[src/rtl/wb_writeback_stage.sv]
// wb_writeback_stage: MEM/WB register and GPR write-port driver with a 1-entry mul/div buffer
module wb_writeback_stage #(
  parameter int MD_MAX_WAIT = 4
) (
  input  logic        clk,
  input  logic        rst_n,
  input  logic        stall,
  input  logic        flush,
  input  logic        mem_regwrite,
  input  logic [1:0]  mem_wb_sel,
  input  logic [4:0]  mem_rd,
  input  logic [31:0] mem_alu,
  input  logic [31:0] mem_rdata,
  input  logic [2:0]  mem_ldtype,
  input  logic [1:0]  mem_addr_lo,
  input  logic [31:0] mem_pc,
  input  logic        md_valid,
  input  logic [4:0]  md_rd,
  input  logic [31:0] md_data,
  output logic        md_ready,
  output logic        stall_req,
  output logic        misalign,
  output logic        WE,
  output logic [4:0]  WeSel,
  output logic [31:0] WData
);
  localparam int WW = $clog2(MD_MAX_WAIT + 1);
  typedef enum logic [1:0] {SEL_ALU = 2'b00, SEL_LOAD = 2'b01, SEL_LINK = 2'b10, SEL_NONE = 2'b11} wb_sel_e;
  typedef enum logic [2:0] {LD_W = 3'b000, LD_B = 3'b001, LD_BU = 3'b010, LD_H = 3'b011, LD_HU = 3'b100} ld_e;
  logic          fresh_q, regwrite_q;
  wb_sel_e       sel_q;
  logic [4:0]    rd_q;
  logic [31:0]   alu_q, rdata_q, pc_q;
  logic [2:0]    ldtype_q;
  logic [1:0]    lo_q;
  logic          buf_full_q, buf_full_d;
  logic [4:0]    buf_rd_q, buf_rd_d;
  logic [31:0]   buf_data_q, buf_data_d;
  logic [WW-1:0] wait_q, wait_d;
  logic          we_q, we_d, mis_q, mis_d;
  logic [4:0]    wesel_q, wesel_d;
  logic [31:0]   wdata_q, wdata_d;
  logic [7:0]    ld_byte;
  logic [15:0]   ld_half;
  logic [31:0]   ld_data, wr_data;
  logic          is_byte, is_half, misaligned, pipe_act, pipe_we, discard, drain, accept;
  // fresh_q marks a newly captured instruction so a held one never writes twice
  always_ff @(posedge clk or negedge rst_n)
    if (!rst_n) begin
      fresh_q    <= 1'b0;
      regwrite_q <= 1'b0;
      sel_q      <= SEL_ALU;
      rd_q       <= '0;
      alu_q      <= '0;
      rdata_q    <= '0;
      ldtype_q   <= '0;
      lo_q       <= '0;
      pc_q       <= '0;
    end else if (flush) begin
      fresh_q    <= 1'b0;
      regwrite_q <= 1'b0;
    end else if (!stall) begin
      fresh_q    <= 1'b1;
      regwrite_q <= mem_regwrite;
      sel_q      <= wb_sel_e'(mem_wb_sel);
      rd_q       <= mem_rd;
      alu_q      <= mem_alu;
      rdata_q    <= mem_rdata;
      ldtype_q   <= mem_ldtype;
      lo_q       <= mem_addr_lo;
      pc_q       <= mem_pc;
    end else begin
      fresh_q    <= 1'b0;
    end
  // big-endian lanes: byte 0 is the most significant byte of the word
  always_comb begin
    ld_byte    = lo_q == 2'd0 ? rdata_q[31:24] : lo_q == 2'd1 ? rdata_q[23:16] :
                 lo_q == 2'd2 ? rdata_q[15:8] : rdata_q[7:0];
    ld_half    = lo_q[1] ? rdata_q[15:0] : rdata_q[31:16];
    is_byte    = ldtype_q == LD_B || ldtype_q == LD_BU;
    is_half    = ldtype_q == LD_H || ldtype_q == LD_HU;
    misaligned = is_half ? lo_q[0] : !is_byte && lo_q != 2'd0;
    ld_data    = ldtype_q == LD_B  ? {{24{ld_byte[7]}}, ld_byte} :
                 ldtype_q == LD_BU ? {24'd0, ld_byte} :
                 ldtype_q == LD_H  ? {{16{ld_half[15]}}, ld_half} :
                 ldtype_q == LD_HU ? {16'd0, ld_half} : rdata_q;
    wr_data    = sel_q == SEL_LINK ? pc_q + 32'd8 : sel_q == SEL_LOAD ? ld_data : alu_q;
  end
  // pipeline writes win; the buffer drains only in slots the pipeline leaves empty
  always_comb begin
    pipe_act   = fresh_q && regwrite_q && sel_q != SEL_NONE;
    mis_d      = pipe_act && sel_q == SEL_LOAD && misaligned;
    pipe_we    = pipe_act && !mis_d && rd_q != 5'd0;
    discard    = pipe_we && buf_full_q && buf_rd_q == rd_q;
    drain      = !pipe_we && buf_full_q;
    accept     = md_valid && !buf_full_q;
    we_d       = pipe_we || (drain && buf_rd_q != 5'd0);
    wesel_d    = pipe_we ? rd_q : drain ? buf_rd_q : 5'd0;
    wdata_d    = pipe_we ? wr_data : drain ? buf_data_q : 32'd0;
    buf_full_d = buf_full_q ? !(drain || discard) : accept;
    buf_rd_d   = accept ? md_rd : buf_rd_q;
    buf_data_d = accept ? md_data : buf_data_q;
    wait_d     = !(buf_full_q && pipe_we && !discard) ? '0 :
                 wait_q == WW'(MD_MAX_WAIT) ? wait_q : wait_q + WW'(1);
  end
  always_ff @(posedge clk or negedge rst_n)
    if (!rst_n) begin
      buf_full_q <= 1'b0;
      buf_rd_q   <= '0;
      buf_data_q <= '0;
      wait_q     <= '0;
      we_q       <= 1'b0;
      mis_q      <= 1'b0;
      wesel_q    <= '0;
      wdata_q    <= '0;
    end else begin
      buf_full_q <= buf_full_d;
      buf_rd_q   <= buf_rd_d;
      buf_data_q <= buf_data_d;
      wait_q     <= wait_d;
      we_q       <= we_d;
      mis_q      <= mis_d;
      wesel_q    <= wesel_d;
      wdata_q    <= wdata_d;
    end
  assign md_ready  = !buf_full_q;
  assign stall_req = wait_q >= WW'(MD_MAX_WAIT);
  assign misalign  = mis_q;
  assign WE        = we_q;
  assign WeSel     = wesel_q;
  assign WData     = wdata_q;
endmodule

[config.mk]
export PLATFORM = sky130hd
export DESIGN_NAME = wb_writeback_stage
export DESIGN_NICKNAME = d
export VERILOG_FILES = /design/src/rtl/wb_writeback_stage.sv
export SDC_FILE = /design/constraint.sdc
export NUM_CORES = 1
export LEC_CHECK = 0
export CORE_MARGIN = 3
export CORE_UTILIZATION = 58
export CTS_BUF_LIST = sky130_fd_sc_hd__clkbuf_2
export CTS_CLUSTER_SIZE = 24
export DETAILED_ROUTE_END_ITERATION = 10
export MAX_ROUTING_LAYER = met4
export PLACE_DENSITY = 0.94
export SLEW_MARGIN = 40
export SYNTH_ARGS = -nofsm -noshare
export SYNTH_HDL_FRONTEND = slang
export SYNTH_SLANG_ARGS = --single-unit
[constraint.sdc]
create_clock -name clk -period 3.29 [get_ports clk]
set_input_delay 0.4935 -clock clk [delete_from_list [all_inputs] [get_ports clk]]
set_output_delay 0.4935 -clock clk [all_outputs]
set_load 0.005 [all_outputs]
==> run summary <==
critical path class - reg2out
routed len/inst - 24.9 um
Min-Delay Path Class - in2reg
Remaining DRCs - 0
Synth async-reset ratio - 100%
clk buf depth - 2
Vias - 8222
Worst Tran Pin Value - 863 ps
first-pass GRT wire length - 47.3 mm
Post-synth EDFFs - 0
P&R area growth vs syn - 24.7%
final cell count without fillers - 1257
CP Launch Type - flip-flop
Synth cell types - 81
die height - 136 um
fin crit share - 81.4%
Setup WS post-layout - 612 ps
post-route ant nets - 0
arrival time at the worst endpoint - 2180 ps
CTS tree - yes
Pint - 3.80 mW
layout cells sized above 1 - 21.8%
routed wire length - 31.3 mm
CP Max Fanout - 36
Cell Area, Placed - 0.0119 mm2
CTS sink cnt - 190
area of the die - 0.0184 mm2
Die Span X - 136 um
Post-synth top flop - dfrtp_1
outcome - complete, no violations
mean number of vias per cell - 6.54
Syn Inst Count - 854
Net Count, Synth - 1008
clock period minus worst slack - 2680 ps
Sw Ratio - 34.9%
PnR Total Power - 5.83 mW
Layout Skew - 34.2 ps
CTS Root Cell - clkbuf_2
Sw Pwr - 2.04 mW
Power Density - 480 mW/mm2
pin count of the biggest net entering global routing - 118
Critical Path RT - 2800 ps
IO Port Bufs - 191
sequential share of the synthesized area - 48.8%
Setup TNS Final - 0 ps
Core Region - 0.0162 mm2
CTS clk-pin slew, worst paths - 290 ps
setup violators final - 0
max-cap violations - 0
R2R Setup Slk - 640 ps
max frequency - 373 MHz
DRT Pass-1 Iters - 6
endpoint class of the critical path - primary output
GRT Total Usage - 35.4%
post-cts sizing count - 0
post-route cell area - 0.0122 mm2
Yosys reg bits - 190
leakage - 4.87 nW
RSZ-0062 raised after global routing - false
Mean Syn Cell Area - 11.4 um2
sequential share of power - 52.7%
Row Count - 46
TritonCTS Buffers - 17
initial DRC count - 1070
CTS H-tree lvls - 4
hold slack - 183 ps
Max Slew Vio Count - 0
grt ovf - 0
dpl cells - 1223
vias in the first global route - 7789
Yosys Warn Count - 0
Slew HR - 42.3%
clock share of power - 19.9%
Synth Cell Area - 0.00975 mm2
Final Wtd Congestion - 1.04
Total Nets Final - 1181
initial core utilization - 60.3%
Peak VDD IR - 368 uV
initial antenna violation count - 2
dpl ws - 738 ps
logic gate share of total power - 27.5%
HPWL after DPL - 23.5 mm
final hold vios - 0
Final Util - 75.2%
io pins - 192
Clk Latency, worst-skew pair - 820 ps
layout make-up:
class                           count  area [um2]
Antenna cell                        2        5.00
Timing Repair Buffer              218        2160
Sequential cell                   190        4760
Fill cell                        1078        4020
Inverter                           13        48.8
Tap cell                          216         270
Clock inverter                     13         139
Multi-Input combinational cell    587        4690
Clock buffer                       18        90.1
worst paths after layout:
path | start | to | cells past startpoint
max | buf_full_q$_DFF_PN0_ | md_ready | 3
min | mem_wb_sel[1] | sel_q[1]$_DFFE_PN0P_ | 3
max reg2reg | lo_q[0]$_DFFE_PN0P_ | WData[14]$_DFF_PN0_ | 5
min reg2reg | alu_q[13]$_DFFE_PN0P_ | alu_q[13]$_DFFE_PN0P_ | 1
max in group asynchronous | rst_n | pc_q[15]$_DFFE_PN0P_ | 3
min in group asynchronous | rst_n | rdata_q[12]$_DFFE_PN0P_ | 2
flip-flops by register name (all words and copies together), names as in the netlist:
signal      count
WData          32
alu_q          32
buf_data_q     32
pc_q           32
rdata_q        32
WeSel           5
buf_rd_q        5
rd_q            5
ldtype_q        3
wait_q          3
lo_q            2
sel_q           2
WE              1
buf_full_q      1
fresh_q         1
misalign        1
regwrite_q      1
layout by cell type, fill, tap and decap left out, types with 4 or more instances in the layout:
master / n
nor4_1: 5
xor2_1: 5
a211oi_1: 15
nor3_1: 22
nand4_1: 6
mux2i_1: 21
o32a_1: 5
clkinv_4: 4
o221ai_1: 4
o21a_1: 14
dfrtp_1: 189
a32o_1: 5
a221oi_1: 4
o21ai_0: 38
maj3_1: 15
mux2_2: 140
nor2_1: 28
a31oi_1: 11
a21o_1: 4
and2_1: 6
a21oi_1: 19
mux4_2: 8
o311ai_0: 4
nor2b_1: 4
o211ai_1: 9
a22oi_1: 18
nand3_1: 14
clkdlybuf4s50_1: 190
nand2b_1: 4
xnor2_1: 8
buf_4: 23
a22o_1: 7
clkbuf_2: 18
nand2_1: 70
inv_1: 12
metal layers:
| metal | global-route usage [%] | share of wire, % | routed length [um] |
|---|---|---|---|
| met4 | 8.51 | 2.0 | 636 |
| met3 | 7.10 | 11 | 3310 |
| met5 | - | 0 | 0 |
| met2 | 51.9 | 45 | 14100 |
| met1 | 51.3 | 42 | 13300 |
timing repair:
| action | in CTS | in global routing |
|---|---|---|
| buffers inserted | 0 | 0 |
| hold endpoints to repair | 73 | 0 |
| hold buffers | 1 | 0 |
| setup endpoints to repair | 0 | 0 |
power by group through the flow:
stage | combinational, mW | clock (mW) | sequential, mW
floorplan | 0.977 | 0 | 2.88
global placement | 1.54 | 0 | 3.08
detailed placement | 1.56 | 0 | 3.09
CTS | 1.58 | 1.17 | 3.05
global route | 1.71 | 1.26 | 3.10
finish | 1.60 | 1.16 | 3.07
worst max-delay path, stage by stage, from the launching register on:
cell and delay (ps):
dfrtp_1 400, buf_4 380, inv_1 130, clkdlybuf4s50_1 470
cell usage after synthesis (15+ instances only):
library cell | instances | area [um2]
dfrtp_1 | 190 | 4750
mux2_2 | 140 | 1580
nand2_1 | 70 | 263
clkbuf_1 | 43 | 161
o21ai_0 | 38 | 190
nor2_1 | 29 | 109
nor3_1 | 22 | 110
mux2i_1 | 21 | 210
a21oi_1 | 19 | 95.1
a22oi_1 | 18 | 135
a211oi_1 | 15 | 113
maj3_1 | 15 | 150
cells by family after synthesis:
logic type               synth area share, %
AO/OA/AOI/OAI                           14.4
XOR/XNOR                                1.17
adder cells (fa/ha/maj)                 1.93
buffers and inverters                   3.22
flip-flops                              48.8
multiplexers                            20.2
AND/OR/NAND/NOR                         10.3
No activity file was read; power rests on OpenSTA's default activity.
